==> src/rtl/nn_fixed_pkg.sv <==
// Shared fixed-point types for the perceptron datapath: signed Q15.16 words,
// labelled training samples and the sample sequencer's state encoding.
package nn_fixed_pkg;
    localparam int SIGN = 1;
    localparam int Q_M  = 15;
    localparam int Q_N  = 16;
    localparam int W    = SIGN + Q_M + Q_N;

    typedef logic signed [W-1:0] fixed_t;

    typedef struct packed {
        fixed_t x1;
        fixed_t x2;
        fixed_t target;
    } sample_t;

    typedef enum logic [1:0] {
        ST_IDLE   = 2'd0,
        ST_STREAM = 2'd1,
        ST_GAP    = 2'd2,
        ST_DONE   = 2'd3
    } seq_state_t;

    localparam fixed_t FIXED_ONE = 32'h0001_0000;
endpackage

==> src/rtl/sample_buffer.sv <==
// DEPTH-entry training sample register file: synchronous write, combinational
// read, every entry cleared while reset is held.
module sample_buffer
    import nn_fixed_pkg::*;
#(
    parameter int DEPTH = 4,
    localparam int AW   = $clog2(DEPTH)
) (
    input  logic          clk_i,
    input  logic          reset_i,
    input  logic          we_i,
    input  logic [AW-1:0] waddr_i,
    input  sample_t       wdata_i,
    input  logic [AW-1:0] raddr_i,
    output sample_t       rdata_o
);
    sample_t mem_r [DEPTH];

    // Entry storage with synchronous clear.
    always_ff @(posedge clk_i) begin
        if (reset_i) begin
            for (int i = 0; i < DEPTH; i++) begin
                mem_r[i] <= '0;
            end
        end else if (we_i) begin
            mem_r[waddr_i] <= wdata_i;
        end
    end

    assign rdata_o = mem_r[raddr_i];
endmodule

==> src/rtl/training_sample_sequencer.sv <==
// Buffers labelled samples and replays them EPOCHS times to the neuron trainer,
// each sample held valid for HOLD_CYCLES cycles followed by a one-cycle gap.
module training_sample_sequencer
    import nn_fixed_pkg::*;
#(
    parameter int DEPTH       = 4,
    parameter int EPOCHS      = 5,
    parameter int HOLD_CYCLES = 4,
    localparam int IW = $clog2(DEPTH),
    localparam int NW = IW + 1,
    localparam int EW = $clog2(EPOCHS + 1),
    localparam int HW = (HOLD_CYCLES > 1) ? $clog2(HOLD_CYCLES) : 1
) (
    input  logic          clk_i,
    input  logic          reset_i,
    input  logic          wr_en_i,
    input  logic [IW-1:0] wr_addr_i,
    input  logic [W-1:0]  wr_x1_i,
    input  logic [W-1:0]  wr_x2_i,
    input  logic [W-1:0]  wr_out_i,
    input  logic [NW-1:0] num_samples_i,
    input  logic          start_i,
    output logic [W-1:0]  train_x1_o,
    output logic [W-1:0]  train_x2_o,
    output logic [W-1:0]  train_out_o,
    output logic          valid_o,
    output logic          busy_o,
    output logic          done_o,
    output logic          err_o,
    output logic [EW-1:0] epoch_o,
    output logic [IW-1:0] sample_idx_o
);
    seq_state_t    state_r, state_s;
    logic [IW-1:0] idx_r, idx_s, idx_adv_s, rd_addr_s;
    logic [EW-1:0] epoch_r, epoch_s;
    logic [HW-1:0] hold_r, hold_s;
    logic [NW-1:0] n_r, n_s;
    sample_t       data_r, data_s, wr_sample_s, rd_sample_s, load_s;
    logic          valid_r, valid_s, busy_r, busy_s, done_r, done_s, err_r, err_s;
    logic          wr_ok_s, start_ok_s, idx_last_s, epoch_last_s, hold_last_s;

    assign wr_ok_s      = wr_en_i && ((state_r == ST_IDLE) || (state_r == ST_DONE));
    assign wr_sample_s  = {wr_x1_i, wr_x2_i, wr_out_i};
    assign start_ok_s   = (num_samples_i != '0) && (num_samples_i <= NW'(DEPTH));
    assign idx_last_s   = ({1'b0, idx_r} == (n_r - NW'(1)));
    assign epoch_last_s = (epoch_r == EW'(EPOCHS - 1));
    assign hold_last_s  = (hold_r == HW'(HOLD_CYCLES - 1));
    assign idx_adv_s    = idx_last_s ? '0 : (idx_r + IW'(1));
    assign rd_addr_s    = (state_r == ST_GAP) ? idx_adv_s : '0;
    // A write landing in the same cycle as a start must be seen by sample 0.
    assign load_s       = (wr_ok_s && (wr_addr_i == rd_addr_s)) ? wr_sample_s : rd_sample_s;

    sample_buffer #(.DEPTH(DEPTH)) u_buffer (
        .clk_i   (clk_i),
        .reset_i (reset_i),
        .we_i    (wr_ok_s),
        .waddr_i (wr_addr_i),
        .wdata_i (wr_sample_s),
        .raddr_i (rd_addr_s),
        .rdata_o (rd_sample_s)
    );

    // Next-state and next-output computation.
    always_comb begin
        state_s = state_r;
        idx_s   = idx_r;
        epoch_s = epoch_r;
        hold_s  = hold_r;
        n_s     = n_r;
        data_s  = data_r;
        valid_s = 1'b0;
        busy_s  = 1'b0;
        done_s  = done_r;
        err_s   = 1'b0;
        case (state_r)
            ST_IDLE, ST_DONE: begin
                if (start_i && start_ok_s) begin
                    n_s     = num_samples_i;
                    idx_s   = '0;
                    epoch_s = '0;
                    hold_s  = '0;
                    done_s  = 1'b0;
                    data_s  = load_s;
                    valid_s = 1'b1;
                    busy_s  = 1'b1;
                    state_s = ST_STREAM;
                end else if (start_i) begin
                    err_s = 1'b1;
                end else begin
                    err_s = 1'b0;
                end
            end
            ST_STREAM: begin
                if (!hold_last_s) begin
                    hold_s  = hold_r + HW'(1);
                    valid_s = 1'b1;
                    busy_s  = 1'b1;
                end else if (idx_last_s && epoch_last_s) begin
                    hold_s  = '0;
                    done_s  = 1'b1;
                    state_s = ST_DONE;
                end else begin
                    hold_s  = '0;
                    busy_s  = 1'b1;
                    state_s = ST_GAP;
                end
            end
            ST_GAP: begin
                idx_s   = idx_adv_s;
                data_s  = load_s;
                valid_s = 1'b1;
                busy_s  = 1'b1;
                state_s = ST_STREAM;
                if (idx_last_s) begin
                    epoch_s = epoch_r + EW'(1);
                end else begin
                    epoch_s = epoch_r;
                end
            end
            default: begin
                state_s = ST_IDLE;
            end
        endcase
    end

    // State and registered-output update.
    always_ff @(posedge clk_i) begin
        if (reset_i) begin
            state_r <= ST_IDLE;
            idx_r   <= '0;
            epoch_r <= '0;
            hold_r  <= '0;
            n_r     <= '0;
            data_r  <= '0;
            valid_r <= 1'b0;
            busy_r  <= 1'b0;
            done_r  <= 1'b0;
            err_r   <= 1'b0;
        end else begin
            state_r <= state_s;
            idx_r   <= idx_s;
            epoch_r <= epoch_s;
            hold_r  <= hold_s;
            n_r     <= n_s;
            data_r  <= data_s;
            valid_r <= valid_s;
            busy_r  <= busy_s;
            done_r  <= done_s;
            err_r   <= err_s;
        end
    end

    assign train_x1_o   = data_r.x1;
    assign train_x2_o   = data_r.x2;
    assign train_out_o  = data_r.target;
    assign valid_o      = valid_r;
    assign busy_o       = busy_r;
    assign done_o       = done_r;
    assign err_o        = err_r;
    assign epoch_o      = epoch_r;
    assign sample_idx_o = idx_r;
endmodule

==> config.mk <==
export PLATFORM = sky130hd
export DESIGN_NAME = training_sample_sequencer
export DESIGN_NICKNAME = d
export VERILOG_FILES = /design/src/rtl/nn_fixed_pkg.sv /design/src/rtl/sample_buffer.sv /design/src/rtl/training_sample_sequencer.sv
export SDC_FILE = /design/constraint.sdc
export NUM_CORES = 1
export LEC_CHECK = 0
export CAP_MARGIN = 5
export CORE_UTILIZATION = 62
export CTS_CLUSTER_DIAMETER = 40
export DETAILED_ROUTE_END_ITERATION = 10
export PLACE_DENSITY = 0.85
export SYNTH_ARGS = -nofsm -noshare
export SYNTH_HDL_FRONTEND = slang
export SYNTH_HIERARCHICAL = 1
export SYNTH_SLANG_ARGS = --single-unit
==> constraint.sdc <==
create_clock -name clk_i -period 17.3 [get_ports clk_i]
set_input_delay 3.46 -clock clk_i [delete_from_list [all_inputs] [get_ports clk_i]]
set_output_delay 3.46 -clock clk_i [all_outputs]
set_load 0.02 [all_outputs]
# After elaboration in Yosys (flattened, before gate mapping)
# Memories as Yosys holds them, arrays and structs flattened.
# Cells that the tools add are included.
[word_totals]
regBits = 112
in_bits = 105
output_inout_bits = 105
mem_count = 1
ramBits = 384
[op_classes]
bitwise_logic = 1
reduce_logical = 19
muxes = 35
n_eq_ne = 11
addsub = 4
order_cmp = 1
[memory_table]
columns = ["name", "depth", "width", "read_ports", "rd_ports_with_merged_regs", "write_ports", "line", "text"]
rows = [
  ["u_buffer.mem_r", 4, 96, 1, 0, 4, "sample_buffer.sv:17", "sample_t mem_r [DEPTH];"],
]
[op_table]
columns = ["cell", "count"]
rows = [
  ["96-bit 2-to-1 mux", 3],
  ["96-bit one-hot mux with 2 select lines", 1],
  ["96-bit OR reduction", 1],
  ["1-bit 2-to-1 mux", 15],
  ["2-bit 2-to-1 mux", 7],
  ["2-bit inequality test (second input constant)", 4],
  ["2-bit one-hot mux with 2 select lines", 2],
  ["2-bit AND reduction", 4],
  ["2-bit == test (second input constant)", 3],
  ["3-bit 2-to-1 mux", 2],
  ["1-bit one-hot mux with 3 select lines", 2],
  ["2-bit one-hot mux with 3 select lines", 1],
  ["3-bit one-hot mux with 2 select lines", 1],
  ["1-bit logical AND", 5],
  ["2-bit by 1-bit adder with 2-bit output (second input constant)", 2],
  ["4-bit AND reduction", 1],
  ["2-bit nonzero test", 2],
  ["3-bit by 1-bit adder with 3-bit output (second input constant)", 1],
  ["2-bit by 3-bit == test with 1-bit output", 1],
  ["3-bit == test (second input constant)", 1],
  ["3-bit <= comparator (second input constant)", 1],
  ["3-bit AND reduction", 1],
  ["3-bit nonzero test", 1],
  ["3-bit OR reduction", 1],
  ["8 further kinds", 8],
]

# Logic depth before layout (Yosys ltp)
# Gate-level depths: netlist (run 1).
[logic_depth]
word_depth = 9
ltp_mapped = 12
ltp_nobuf = 9

# Modules after synthesis
# Netlist (run 1), hierarchy kept.
[by_module_without_submodules]
columns = ["module", "seq_area_each_um2", "area_per_inst_um2", "cells_each", "instances"]
rows = [
  ["sample_buffer", 11531.1, 16543.4, 936, 1],
  ["training_sample_sequencer", 2242.2, 6653.9, 791, 1],
]

# Worst setup path before layout (run 1)
# No wires, ideal clock.
[synth_timing]
kind = "input to register"
start = "in wr_en_i"
end = "mem u_buffer/mem_r[0][0] (netlist bit) (enable)"
path_stages = 5
t_arrival_ns = 8.650
path_slack_ns = 8.079
required_time_ns = 16.729
path_buffers = 1
path_cell_list = "nand2_1 > inv_2 > clkbuf_1 > nand2b_1 > o21bai_1"
[synth_lines]
columns = ["item", "line", "text"]
rows = [
  ["start: declaration", "training_sample_sequencer.sv:16", "input logic wr_en_i,"],
  ["end: declaration", "sample_buffer.sv:17", ""],
]

==> results.md, run 1 <==
- Nets in the synthesized netlist: about 1800
- Mean cell area of the mapped netlist: between 10 and 15 sq um
- Maximum fanout encountered on the critical timing path: 67
- Commonest cells post-synth: and2_1 (385), edfxtp_1 (384), clkbuf_1 (115)
- Count leader, synth: and2_1
- Number of routed nets with antenna violations: 0
- First-pass iteration count of the detailed router: 5
- Max-Slew Margin vs Limit: 21.56%
- Number of warnings printed during yosys synthesis: 6
- Post-synth design cell area: 23200 sq um
- Start point of the worst hold path: hold_r[0]
- Share of layout cells above drive strength 1: 15.49%
- CTS Root Buffer Type: clkbuf_16
- Die boundary width: around 200 microns
- Post-synthesis register bit count: 496
- CTS Buf Count: 59
- Area share of the largest cell type after synthesis: 49.71%
- Cells taking the most area after synthesis: edfxtp_1 (50%), and2_1 (10%), dfxtp_1 (9.7%)
- Type of element capturing the critical path: flip-flop
- Number of buffers inserted by post-CTS setup repair: 0
- Maximum Capacitance Violations: 0
- Hold WS: between 0.4 and 0.5 ns
- DIE AREA: about 38000 sq um
- Launch point of the worst path: wr_en_i
- Minimum clock period: 7.274 ns
- Launching point of the worst reg2reg path: state_r[0]
- DR WL/cell: about 26 microns
- Clk sinks: 496
- Die H: 195.4 microns
- Worst setup skew after layout: 0.03935 ns
- Count of cells resized by post-cts repair: 0
- Number of antenna diodes: 0
- Cell accounting for the most synthesized area: edfxtp_1
- Class of the worst hold path: flip-flop to flip-flop
- Standard cell with the maximum stage delay on the critical path: buf_4
- Worst-path cell chain: clkdlybuf4s50_1 -> nand2_2 -> clkinv_2 -> buf_4 -> nand2b_1 -> o21bai_4 -> buf_4
- Share of the clock period used by the worst path: a little over two fifths
- Async set or reset register ratio after synthesis: 0%
- Starting DRC count in detailed routing: 1889
- FP Rows: 70
- Top cell by count, worst path: buf_4
- Arrival time of data at the critical path endpoint: 7.51 ns
- Hold-fix buffer count after cts: 0
- Maximum clock path buffer count: 3
- Number of remaining DRC errors: 0
- Number of synthesized flops with an enable pin: 384
- TNS Setup: 0 ns
- Cells after synthesis: roughly 1700
- Synth unique cells: 56
- Setup repair after global routing missed its margin: no
- Port bufs: 209
- Insertion delay of the later-clocked pin in the worst-skew pair: 0.63 ns
- Final-report setup violation count: 0
- Vias after detailed routing: roughly 16000
- Endpoint required time on the critical path: 17.53 ns
- Routability-driven placement congestion ratio: 0.8019
- Power density cells: 106.7 nW/um^2
- Number of global-route vias before repair: 16644
- Via/cell ratio: 6.782
- Static power due to leakage: 9.652 nW
- Outcome: finished, final reports clean
- Transition time of the tightest slew-check pin: approximately 1.2 ns
- Most frequently used flop master after synthesis: edfxtp_1
- Category of the worst setup path launch point: input pin
- Layout Nets: 1965
- Relative area change from synthesis to final layout: 17.72%
- Clock slew at reported path FFs: 0.06 ns
- CTS tree: built
- Critical Setup Path Class: input pin to flip-flop
- Longest individual stage delay on the worst path: 0.94 ns
- Global-route usage over all layers: 32.10%
- Initial antenna violation count: 0
- Largest net degree at the start of global routing: between 100 and 150
- Top Ports: 210
- Overflow left after global routing: 0
- Post-synthesis sequential area ratio: approximately 59%
- Final routed wirelength across all metal layers: just over 60000 microns
- Peak VDD IR: ~0.12 mV
- Maximum operating frequency: 0.1375 GHz
- Hpwl dp: 31920 microns
- Max-slew violation total from the final report: 0
- Final hold vios: 0
- Core Region: between 30000 and 40000 sq um
- Initial cell density of the core: 63.21%
- Global-route wire length before repair: 93080 microns
- Number of levels the H-tree was split into: 2
## worst max-delay path: cells and delay by family
family | cells | cell delay (ns)
buffers and inverters | 4 | 2.69
AO/OA/AOI/OAI | 1 | 0.85
AND/OR/NAND/NOR | 2 | 0.37
## per-stage QoR
step,utilization [%],power [W],setup WS (ns),std cells,cell area (sq um)
floorplan,-,0.001581,8.079,1727,23200
global placement,69.10,0.001701,9.492,2261,25360
detailed placement,69.10,0.001716,9.390,2261,25360
CTS,74.42,0.002920,10.04,2372,27310
global route,74.42,0.002989,9.862,2372,27310
finish,74.42,0.002915,10.03,2372,27310
## worst paths after layout
kind | to | slack (ns) | depth (start not counted)
hold reg to reg | hold_r[0] | 0.48 | 2
hold / removal | hold_r[0] | 0.48 | 2
setup reg to reg | u_buffer/mem_r[0][81] | 12.42 | 8
setup / recovery | u_buffer/mem_r[0][81] | 10.03 | 7
## layout make-up
class                           count  area, sq um
Clock inverter                     36        352.8
Tap cell                          468        585.6
Inverter                           11        42.54
Sequential cell                   496        13770
Timing Repair Buffer              236         2292
Multi-Input combinational cell   1050         8665
Fill cell                        2218         9389
Clock buffer                       75         1598
## flip-flops by register name, summed over array words and instances, names as in the netlist
register	cells
train_out_o	32
state_r	2
done_o	1
sample_idx_o	2
valid_o	1
busy_o	1
train_x1_o	32
epoch_o	3
n_r	3
train_x2_o	32
err_o	1
hold_r	2
u_buffer/mem_r	384
## layout by cell type, fill, tap and decap left out, drive strengths merged, types with 6 or more instances in the layout
cell and count:
and2 385, edfxtp 384, clkdlybuf4s50 208, dfxtp 112, a21oi 102, nand3 96
nand4 96, mux4 96, and3 95, o221ai 95, clkbuf 75, buf 28
clkinv 18, inv 17, nor2 13, clkinvlp 9, nand2 9, nor3 7
ha 6
## power by group
part / switching, W / leakage [nW] / total, W / internal, W
combinational: 0.000190 / 3.80 / 0.000304 / 0.000114
clock: 0.000507 / 0.927 / 0.00122 / 0.000708
sequential: 0.0000303 / 4.92 / 0.00140 / 0.00137
total: 0.000728 / 9.65 / 0.00291 / 0.00219
## cell families (layout without fill, tap and decap cells)
logic type	count (synthesis)	count (layout)	synth area share, %
adder cells (fa/ha/maj)	6	6	0.3236
XOR/XNOR	6	6	0.2590
AO/OA/AOI/OAI	219	219	8.026
AND/OR/NAND/NOR	719	719	18.83
buffers and inverters	181	358	3.695
multiplexers	100	100	9.493
flip-flops	496	496	59.37
## layer usage
layer,vias to the layer above,global-route usage (%),share of wire (%),routed length (microns)
li1,6878,-,-,-
met1,7978,41.74,37,22690
met2,1078,52.42,49,29710
met3,152,6.062,10,6231
met4,0,15.28,3.3,1993
met5,-,0,0,0
(Power assumes the default switching activity.)
==> inputs of run 2 (changes only) <==
--- a/config.mk
+++ b/config.mk
@@ -6,10 +6,10 @@
 export NUM_CORES = 1
 export LEC_CHECK = 0
 export CAP_MARGIN = 5
-export CORE_UTILIZATION = 62
+export CORE_UTILIZATION = 58
 export CTS_CLUSTER_DIAMETER = 40
 export DETAILED_ROUTE_END_ITERATION = 10
-export PLACE_DENSITY = 0.85
+export PLACE_DENSITY = 0.8
 export SYNTH_ARGS = -nofsm -noshare
 export SYNTH_HDL_FRONTEND = slang
 export SYNTH_HIERARCHICAL = 1
==> constraint.sdc (replaced) <==
create_clock -name clk_i -period 6.85 [get_ports clk_i]
set_input_delay 1.37 -clock clk_i [delete_from_list [all_inputs] [get_ports clk_i]]
set_output_delay 1.37 -clock clk_i [all_outputs]
set_load 0.02 [all_outputs]
==> run 2 against run 1 <==
  * First-iteration DRC count shrank 18%
  * Highest routed layer unchanged
  * Sequential share of layout area shrank 0.16 points
  * Total power grew to 2.5 times the previous value
  * Clock-buffer cell count grew 3
  * Worst setup slack lost 7.5 ns
  * Critical path depth shrank 1
  * Sequential power grew to 2.5 times the previous value
  * Flip-flop and latch count is the same
  * Die area grew 6.8%
  * Clock power grew to 2.5 times the previous value
  * Wire length shrank 1.5%
  * Final area grew 0.31%
==> results.md, run 2 (synthesized netlist as in run 1, its figures left out) <==
- Outcome: finished, final reports clean
- Number of global-route vias before repair: 16388 (-1.5%)
- Setup repair after global routing missed its margin: no
- Starting DRC count in detailed routing: 1557 (-18%)
- Share of layout cells above drive strength 1: 15.02% (-0.47 points)
- Global-route usage over all layers: 29.57% (-2.5 points)
- Worst setup endpoint: u_buffer/mem_r[0][87]
- Die H: 202.0 microns (+3.4%)
- Peak VDD IR: 0.2321 mV (+97%)
- Hold WS: 0.4884 ns (+0.01021 ns)
- Top library cells by usage in the layout, fill and taps aside: and2_1 (384), edfxtp_1 (384), clkdlybuf4s50_1 (208)
- Arrival time of data at the critical path endpoint: 4.81 ns (-2.70 ns)
- Static power due to leakage: 9.660 nW (about the same)
- Final-report setup violation count: 0 (unchanged)
- Transition time of the tightest slew-check pin: 1.231 ns (+0.05401 ns)
- Layout Nets: 1964 (-0.051%)
- Power density cells: 269.8 nW/um^2 (+150%)
- Relative area change from synthesis to final layout: 18.09%
- Core Region: 39010 sq um (+6.3%)
- Endpoint of the most critical register-to-register path: u_buffer/mem_r[0][87]
- Clock slew at reported path FFs: 0.06 ns (about the same)
- Maximum operating frequency: 0.2303 GHz
- Launching point of the worst reg2reg path: state_r[0]
- Crit path buffers/inverters: 3 (-1)
- CTS Buf Count: 60 (+1.7%)
- Port bufs: 209 (unchanged)
- Initial antenna violation count: 0 (unchanged)
- Share of the clock period used by the worst path: a little under two thirds
- Overall Power: 0.007391 W (+150%)
- Maximum fanout encountered on the critical timing path: 80 (+19%)
- Maximum clock path buffer count: 3 (unchanged)
- Top Ports: 210 (unchanged)
- Number of antenna diodes: 0 (unchanged)
- Die boundary width: 202.0 microns (+3.4%)
- Maximum Capacitance Violations: 0 (unchanged)
- Clk sinks: 496 (unchanged)
- Initial cell density of the core: 59.47% (-3.7 points)
- Global-route wire length before repair: 92800 microns (-0.30%)
- Overflow left after global routing: 0 (unchanged)
- Number of flip-flops under the largest register name: 384 (unchanged)
- Max-Slew Margin vs Limit: 17.96% (-3.6 points)
- Launch point of the worst path: wr_en_i
- Number of buffers inserted by post-CTS setup repair: 0 (unchanged)
- Final hold vios: 0 (unchanged)
- Count of cells resized by post-cts repair: 0 (unchanged)
- Category of the worst setup path launch point: input pin
- Hpwl dp: 30810 microns (-3.5%)
- Largest net degree at the start of global routing: 193 (+82%)
- Class of the worst hold path: flip-flop to flip-flop
- First-pass iteration count of the detailed router: 7 (+2)
- Final routed wirelength across all metal layers: 59750 microns (-1.5%)
- Routability-driven placement congestion ratio: 0.7587 (-5.4%)
- Max-slew violation total from the final report: 0 (unchanged)
- Minimum clock period: 4.342 ns
- Critical Setup Path Class: input pin to flip-flop
- Vias after detailed routing: 15998 (-0.55%)
- Worst reg2reg setup slack: 2.83 ns (-9.59 ns)
- FP Rows: 72 (+2.9%)
- Standard cell with the maximum stage delay on the critical path: buf_4
- Longest individual stage delay on the worst path: 0.80 ns (-0.14 ns)
- Number of routed nets with antenna violations: 0 (unchanged)
- DIE AREA: 40800 sq um (+6.8%)
- Number of cells on the critical path: 6 (-1)
- Endpoint required time on the critical path: 7.32 ns (-10.21 ns)
- Worst setup skew after layout: 0.01460 ns (-0.02476 ns)
- Type of element capturing the critical path: flip-flop
- Number of levels the H-tree was split into: 2 (unchanged)
- Via/cell ratio: 6.605 (-2.6%)
- Number of remaining DRC errors: 0 (unchanged)
- CTS tree: built
- Hold-fix buffer count after cts: 0 (unchanged)
- Cell type group with the largest total delay on the critical path: buffers and inverters
- R2R cell count: 7 (-1)
- Top reg by flops: u_buffer/mem_r
- Worst-path cell chain: clkdlybuf4s50_1 -> nand2_2 -> clkinv_2 -> nor4b_4 -> buf_4 -> and2_1
- DR WL/cell: 24.67 microns (-3.5%)
- Insertion delay of the later-clocked pin in the worst-skew pair: 0.62 ns (about the same)
- CTS Root Buffer Type: clkbuf_16
run 2: cell count changes in the layout (fill, tap and decap cells not counted), moves of 3 or more:
| cell | delta |
|---|---|
| buf_4 | -5 |
| clkinv_1 | +5 |
| clkbuf_1 | +4 |
| clkinv_4 | -4 |
| buf_12 | +3 |
| clkinvlp_4 | -3 |
run 2: worst min path at each step:
stage,start,end,slack (ns),cells after the start
3_3_place_gp,hold_r[0],hold_r[0],0.45,2
6_report,hold_r[0],hold_r[0],0.49,2
4_1_cts,hold_r[0],hold_r[0],0.50,2
5_1_grt,hold_r[0],hold_r[0],0.51,2
2_1_floorplan,hold_r[0],hold_r[0],0.44,2
3_5_place_dp,hold_r[0],hold_r[0],0.49,2
run 2: tightest hold or removal path, stage by stage, from the launching register on:
cell	delay, ns
dfxtp_1	0.32
nand2_1	0.06
a21oi_1	0.06
run 2: per-stage QoR:
stage	setup slack [ns]	cells	area, sq um	util (%)	TNS [ns]
2_1_floorplan	-0.2812	1727	23200	-	-53.97
3_3_place_gp	1.987	2309	25440	65.23	0
3_5_place_dp	1.932	2309	25440	65.23	0
4_1_cts	2.586	2422	27390	70.23	0
5_1_grt	2.410	2422	27390	70.23	0
6_report	2.509	2422	27390	70.23	0
run 2: routing by layer:
metal,GRT usage [%],routed length (microns)
met1,39.48,23160
met2,48.32,29050
met3,4.998,5543
met4,12.20,1993
met5,0,0
run 2: cell type report:
cell class / instances / area, sq um
tap: 518 / 648.1
clock buffer: 78 / 1610
multi-input combinational: 1050 / 8665
sequential: 496 / 13770
clock inverter: 35 / 340.3
fill: 2598 / 11610
inverter: 11 / 42.54
timing repair buffer: 234 / 2315
run 2: where the power goes:
part	total, W	internal (W)	leakage, nW	switching (W)
combinational	0.000766	0.000288	3.80	0.000478
sequential	0.00352	0.00345	4.92	0.0000729
clock	0.00311	0.00185	0.937	0.00125
